File: config.mk
export PLATFORM = sky130hd
export DESIGN_NAME = event_sync_arbiter
export DESIGN_NICKNAME = d
export VERILOG_FILES = /design/src/rtl/event_sync_arbiter_pkg.sv /design/src/rtl/event_sync_arbiter_rr_pick.sv /design/src/rtl/event_sync_arbiter.sv
export SDC_FILE = /design/constraint.sdc
export NUM_CORES = 1
export LEC_CHECK = 0
export ABC_AREA = 1
export BUFFER_PORTS_ARGS = -buffer_cell sky130_fd_sc_hd__buf_2
export CORE_ASPECT_RATIO = 1.75
export CORE_MARGIN = 2
export CORE_UTILIZATION = 50
export DETAILED_ROUTE_END_ITERATION = 10
export MAX_ROUTING_LAYER = met4
export PLACE_DENSITY = 0.76
export SLEW_MARGIN = 15
export SYNTH_ARGS = -nofsm -noshare
export SYNTH_HDL_FRONTEND = slang
export SYNTH_SLANG_ARGS = --single-unit
File: constraint.sdc
create_clock -name outclk -period 4.3 [get_ports outclk]
set_input_delay 0.215 -clock outclk [delete_from_list [all_inputs] [get_ports outclk]]
set_output_delay 0.215 -clock outclk [all_outputs]
set_load 0.1 [all_outputs]
File: src/rtl/event_sync_arbiter_pkg.sv
// Shared types and helpers for the event synchronizer arbiter.
// Latency: none (declarations only).
// Backpressure: not applicable.
package event_sync_pkg;

    typedef enum logic {
        IDLE  = 1'b0,
        OFFER = 1'b1
    } state_t;

    // Width of a channel index; a single channel still needs one bit.
    function automatic int ch_w(input int n);
        return (n > 2) ? $clog2(n) : 1;
    endfunction

endpackage

File: src/rtl/event_sync_arbiter_rr_pick.sv
// Round-robin selector: first requesting channel strictly after ptr, with wrap.
// Latency: purely combinational.
// Backpressure: none; the caller decides when to use the pick.
module rr_pick
    import event_sync_pkg::*;
#(
    parameter int  N_CH = 4,
    localparam int CW   = ch_w(N_CH)
) (
    input  logic [N_CH-1:0] req,
    input  logic [CW-1:0]   ptr,
    output logic            any,
    output logic [CW-1:0]   idx
);

    logic [CW-1:0] cand;

    // Walk ptr+1 .. ptr+N_CH (mod N_CH); the first hit wins, ptr itself is last.
    always_comb begin
        any  = 1'b0;
        idx  = '0;
        cand = '0;
        for (int k = 1; k <= N_CH; k++) begin
            cand = CW'((int'(ptr) + k) % N_CH);
            if (!any && req[cand]) begin
                any = 1'b1;
                idx = cand;
            end
        end
    end

endmodule

File: src/rtl/event_sync_arbiter.sv
// Counts synchronized event rises per channel and serializes them round-robin.
// Latency: rise sampled at edge k -> evt_valid after edge k+1; one event per 2 cycles max.
// Backpressure: offer held stable until evt_ready; counters absorb, saturate and flag overflow.
module event_sync_arbiter
    import event_sync_pkg::*;
#(
    parameter int  N_CH  = 4,
    parameter int  CNT_W = 4,
    localparam int CW    = ch_w(N_CH)
) (
    input  logic            outclk,
    input  logic            reset_n,
    input  logic [N_CH-1:0] sync_evt,
    output logic            evt_valid,
    input  logic            evt_ready,
    output logic [CW-1:0]   evt_ch,
    output logic [N_CH-1:0] overflow,
    input  logic [N_CH-1:0] clr_overflow,
    output logic            busy
);

    localparam logic [CNT_W-1:0] CNT_MAX = '1;

    logic [N_CH-1:0]  prev;
    logic [N_CH-1:0]  rise;
    logic [CNT_W-1:0] cnt [N_CH];
    logic [N_CH-1:0]  nz;
    logic [N_CH-1:0]  acc_hit;
    logic [N_CH-1:0]  ovf_set;
    logic [CW-1:0]    ptr;
    logic             pick_any;
    logic [CW-1:0]    pick_idx;
    logic             load;
    logic             accept;
    state_t           state;
    state_t           state_nxt;

    assign rise      = sync_evt & ~prev;
    assign evt_valid = (state == OFFER);

    // Edge-detect history; cleared by reset so a level high at release counts once.
    always_ff @(posedge outclk or negedge reset_n) begin
        if (!reset_n) prev <= '0;
        else          prev <= sync_evt;
    end

    // Per-channel pending flags, accept decode and overflow detection.
    always_comb begin
        nz      = '0;
        acc_hit = '0;
        ovf_set = '0;
        for (int i = 0; i < N_CH; i++) begin
            nz[i]      = (cnt[i] != '0);
            acc_hit[i] = accept && (evt_ch == CW'(i));
            ovf_set[i] = rise[i] && !acc_hit[i] && (cnt[i] == CNT_MAX);
        end
        busy = (|nz) | evt_valid;
    end

    rr_pick #(.N_CH(N_CH)) u_pick (
        .req (nz),
        .ptr (ptr),
        .any (pick_any),
        .idx (pick_idx)
    );

    // Next state: pick from registered counts in IDLE, hold the offer until ready.
    always_comb begin
        state_nxt = state;
        load      = 1'b0;
        accept    = 1'b0;
        case (state)
            IDLE: begin
                if (pick_any) begin
                    state_nxt = OFFER;
                    load      = 1'b1;
                end
            end
            OFFER: begin
                if (evt_ready) begin
                    state_nxt = IDLE;
                    accept    = 1'b1;
                end
            end
            default: state_nxt = IDLE;
        endcase
    end

    // FSM state register.
    always_ff @(posedge outclk or negedge reset_n) begin
        if (!reset_n) state <= IDLE;
        else          state <= state_nxt;
    end

    // Offered channel and round-robin pointer; ptr starts at the top so ch0 goes first.
    always_ff @(posedge outclk or negedge reset_n) begin
        if (!reset_n) begin
            evt_ch <= '0;
            ptr    <= CW'(N_CH - 1);
        end else begin
            if (load)   evt_ch <= pick_idx;
            if (accept) ptr    <= evt_ch;
        end
    end

    // Pending counters: rise and accept on the same channel cancel; saturate at max.
    always_ff @(posedge outclk or negedge reset_n) begin
        if (!reset_n) begin
            for (int i = 0; i < N_CH; i++) cnt[i] <= '0;
        end else begin
            for (int i = 0; i < N_CH; i++) begin
                if (rise[i] && !acc_hit[i]) begin
                    if (cnt[i] != CNT_MAX) cnt[i] <= cnt[i] + 1'b1;
                end else if (!rise[i] && acc_hit[i]) begin
                    cnt[i] <= cnt[i] - 1'b1;
                end
            end
        end
    end

    // Sticky overflow; a fresh overflow beats a clear in the same cycle.
    always_ff @(posedge outclk or negedge reset_n) begin
        if (!reset_n) overflow <= '0;
        else          overflow <= (overflow & ~clr_overflow) | ovf_set;
    end

endmodule

==> impl_summary.md <==
Run status
The run finished with clean final reports.

Floorplan
The floorplan die area is 0.004226 mm2. The die outline height is 84.51 um. The die width is 50.01 um.

For this configuration, the core starts out at a cell density of 0.5155. The region available for standard cell placement spans 0.003592 mm2. The floorplan row count is 29. The number of top-level design ports is 19.

Worst setup path
The required time of the worst setup path is 4.47 ns. In this design, the largest share of critical-path delay is due to compound AO/OA/AOI/OAI gates. By startpoint and endpoint, the worst setup path is classified as reg -> reg.

The worst setup path startpoint is evt_ch[0]. In this run the worst setup path terminates at cnt[15]. The register-to-register setup slack is 2.35 ns.

The critical path goes through inv_2, a31oi_2, inv_1, ha_1, a21o_1, a21oi_1, or2_1, nand3_1, xnor2_1. For this run, the slowest stage of the critical path takes 0.50 ns. The number of cells on the critical path is 9. STA classifies the critical path endpoint as a register.

Of all nets on the critical path, the largest fanout is 6. The standard cell with the maximum stage delay on the critical path is sky130_fd_sc_hd__dfrtp_1. At the worst endpoint, the arrival time is 2.12 ns. The count of buffer and inverter cells on the critical path is 2. The endpoint of the most critical register-to-register path is cnt[15].

The startpoint class of the critical path is a register. Counting cells, the worst reg-to-reg path comes to 9. The worst register-to-register path begins at evt_ch[0].

Cells and area
The area growth from synthesis to layout is 14.05%. After routing the design area is 0.002112 mm2. The number of fill cells is 303.

The share of cells above drive strength 1 is 0.2343. The post-layout utilization of the core is 0.5879. The net count of the finished layout is 261. The number of antenna diodes in the final layout is 0.

Yosys
After synthesis, the mean cell area works out to 8.653 um2. Counting flops and latches in the post-synthesis netlist gives 29. The number of enable-type register cells in the synthesized netlist is 0.

Of the post-synthesis cell area, the dominant cell type holds 0.3649. By area the synthesized netlist is led by sky130_fd_sc_hd__dfrtp_1 36%, sky130_fd_sc_hd__nand2_1 8.1%, sky130_fd_sc_hd__nand3_1 7.6%. The cell count after synthesis came out at 214. The share of synthesized registers carrying an async set or reset is 1.000.

The cell taking the most area after synthesis is sky130_fd_sc_hd__dfrtp_1. The share of the Yosys chip area taken by registers is 0.3932. After synthesis, the most frequently instantiated cells are 40 x sky130_fd_sc_hd__nand2_1, 28 x sky130_fd_sc_hd__nand3_1, 27 x sky130_fd_sc_hd__dfrtp_1, 18 x sky130_fd_sc_hd__nor2_1, 17 x sky130_fd_sc_hd__inv_1.

The number of synthesis warnings is 0. After synthesis, the netlist uses 29 different library cells. Synthesis produced a netlist with a net count of 237. The main flop type after synthesis is sky130_fd_sc_hd__dfrtp_1. The most common cell in the netlist is sky130_fd_sc_hd__nand2_1. Summing every instance area after synthesis gives 0.001852 mm2.

Clocking
The number of sinks handled by clock tree synthesis is 29. TritonCTS built the clock tree. The H-tree was split into 2 levels. The total CTS buffers is 5. The number of gates resized after CTS is 0. The clock edge transition at the registers on the reported setup and hold paths is 0.07 ns. The buffer cell driving the clock tree root is sky130_fd_sc_hd__clkbuf_8.

No sink is reached through more buffers than the 2 on the longest clock path. The clock insertion delay at the later pin of the skew report is 0.29 ns.

Timing
Clock skew on the completed layout was measured at 0.01288 ns. The total setup violations reported at the end of the flow is 0. The number of hold-slack violations in the final timing report is 0.

The worst slew slack as a fraction of its limit is 0.5727. The final worst hold slack is 0.03736 ns. The count of pins over their slew limit came to 0.

The setup total negative slack is 0 ns. Setup repair after global routing left no endpoint under its margin. For the pin with the worst max-slew slack, the measured transition is 0.6410 ns. Once routing completed, OpenROAD measured the worst setup slack at 2.353 ns. Derived from the worst setup path, the maximum achievable clock frequency is 0.5136 GHz.

The worst path in the final design needs a cycle of 1.947 ns, including I/O delays and setup. Of the available clock period, the critical path in the final layout requires 0.4528.

GRT
The first global-routing pass estimated 6244 um of wire. Entering global routing, the biggest net connects 30 pins. The number of global-route vias before repair is 1523. Global routing finished with a remaining overflow of 0. The overall track demand over capacity in global routing is 0.2005. The number of antenna violations at the first check in global routing is 0.

Hold path
The min-delay analysis places its worst path in the category in -> reg.

Placed design
During placement, the flow inserted port buffers numbering 18. The congestion estimate from routability-driven global placement came to 0.8569. Once placement finished, the instance area stood at 0.001987 mm2. The HPWL reported at the end of detailed placement is 2740 um.

Prior to clock tree synthesis, the placed netlist has a worst setup slack of 2.352 ns.

Route
After detailed routing, the average wire length per cell comes to 12.48 um. Across all layers, the routed design uses 1471 vias. The number of nets still failing antenna checks after routing is 0. The detailed-routing iteration count for the pre-antenna-repair pass is 4. The iteration-0 DRC count of the detailed router is 22. Wires add up to 3558 um. The number of DRC violations after detailed routing is 0. The vias per cell is 5.161.

Flow run
The number of max-cap violations is 0.

Power and ir drop
The worst-case IR drop observed on VDD is 0.0005737 V. The power per cell area is 766.3 mW/mm2. The leakage power figure is 1.009 nW.
[flip-flops by register name, summed over array words and instances, names as in the netlist]
register,cells
cnt,16
evt_ch,2
ptr,2
evt_valid,1
overflow,4
prev,4
[metrics by stage]
step,total power [mW],cells
floorplan,1.181,214
global placement,1.323,276
detailed placement,1.339,276
CTS,1.632,285
global route,1.760,285
finish,1.618,285
[worst min path at each step]
stage,startpoint,to,slack (ns),depth (start not counted)
CTS,sync_evt[1],prev[1],0.03,1
detailed placement,reset_n,cnt[8],0.28,1
finish,sync_evt[1],prev[1],0.04,1
global placement,reset_n,overflow[1],0.28,1
floorplan,reset_n,cnt[0],-0.08,0
global route,sync_evt[2],prev[2],0.03,1
[routing by layer]
metal / vias to the layer above / wire, um / GRT usage
li1: 759 / - / -
met1: 680 / 1383 / 0.1860
met2: 25 / 1982 / 0.3624
met3: 7 / 105 / 0.04804
met4: 0 / 87 / 0.1061
met5: - / 0 / -
[power by group]
part | leakage, nW | switching (mW) | internal, mW
Combinational | 0.609 | 0.503 | 0.284
Sequential | 0.345 | 0.159 | 0.387
Clock | 0.0543 | 0.111 | 0.173
[cells in the final DEF (no fill, tap or decap), types with 6 or more instances in the layout]
cell type,instances
sky130_fd_sc_hd__inv_1,17
sky130_fd_sc_hd__nand3_1,28
sky130_fd_sc_hd__xnor2_1,8
sky130_fd_sc_hd__nand2_1,40
sky130_fd_sc_hd__a21oi_1,10
sky130_fd_sc_hd__inv_2,6
sky130_fd_sc_hd__ha_1,8
sky130_fd_sc_hd__nor2_1,18
sky130_fd_sc_hd__nand4_1,6
sky130_fd_sc_hd__buf_2,18
sky130_fd_sc_hd__dfrtp_1,27
[final cells by class]
cell class              count  area, um2  area share
clock inverters             3      46.29     0.02192
multi-input cells         159       1020      0.4828
flip-flops and latches     29      728.2      0.3448
inverters                  24      91.34     0.04325
well taps                  46      57.56     0.02725
repair buffers             19      100.1     0.04739
clock buffers               5      68.82     0.03258
[cell families (layout without fill, tap and decap cells)]
logic type	after synthesis	after routing	synth area share
AOI/OAI and AO/OA	23	23	0.07635
xor gates and xnor gates	14	14	0.07027
adders and majority gates	12	12	0.09730
buffers and inverters	26	51	0.05608
DFF	29	29	0.3932
muxes	1	1	0.006081
and+or+nand+nor	109	109	0.3007
[what timing repair did]
item                                   CTS  global route
endpoints found under the hold margin   27             0
setup buffers                            0             0
hold buffers                             1             0
(Power assumes the default switching activity.)
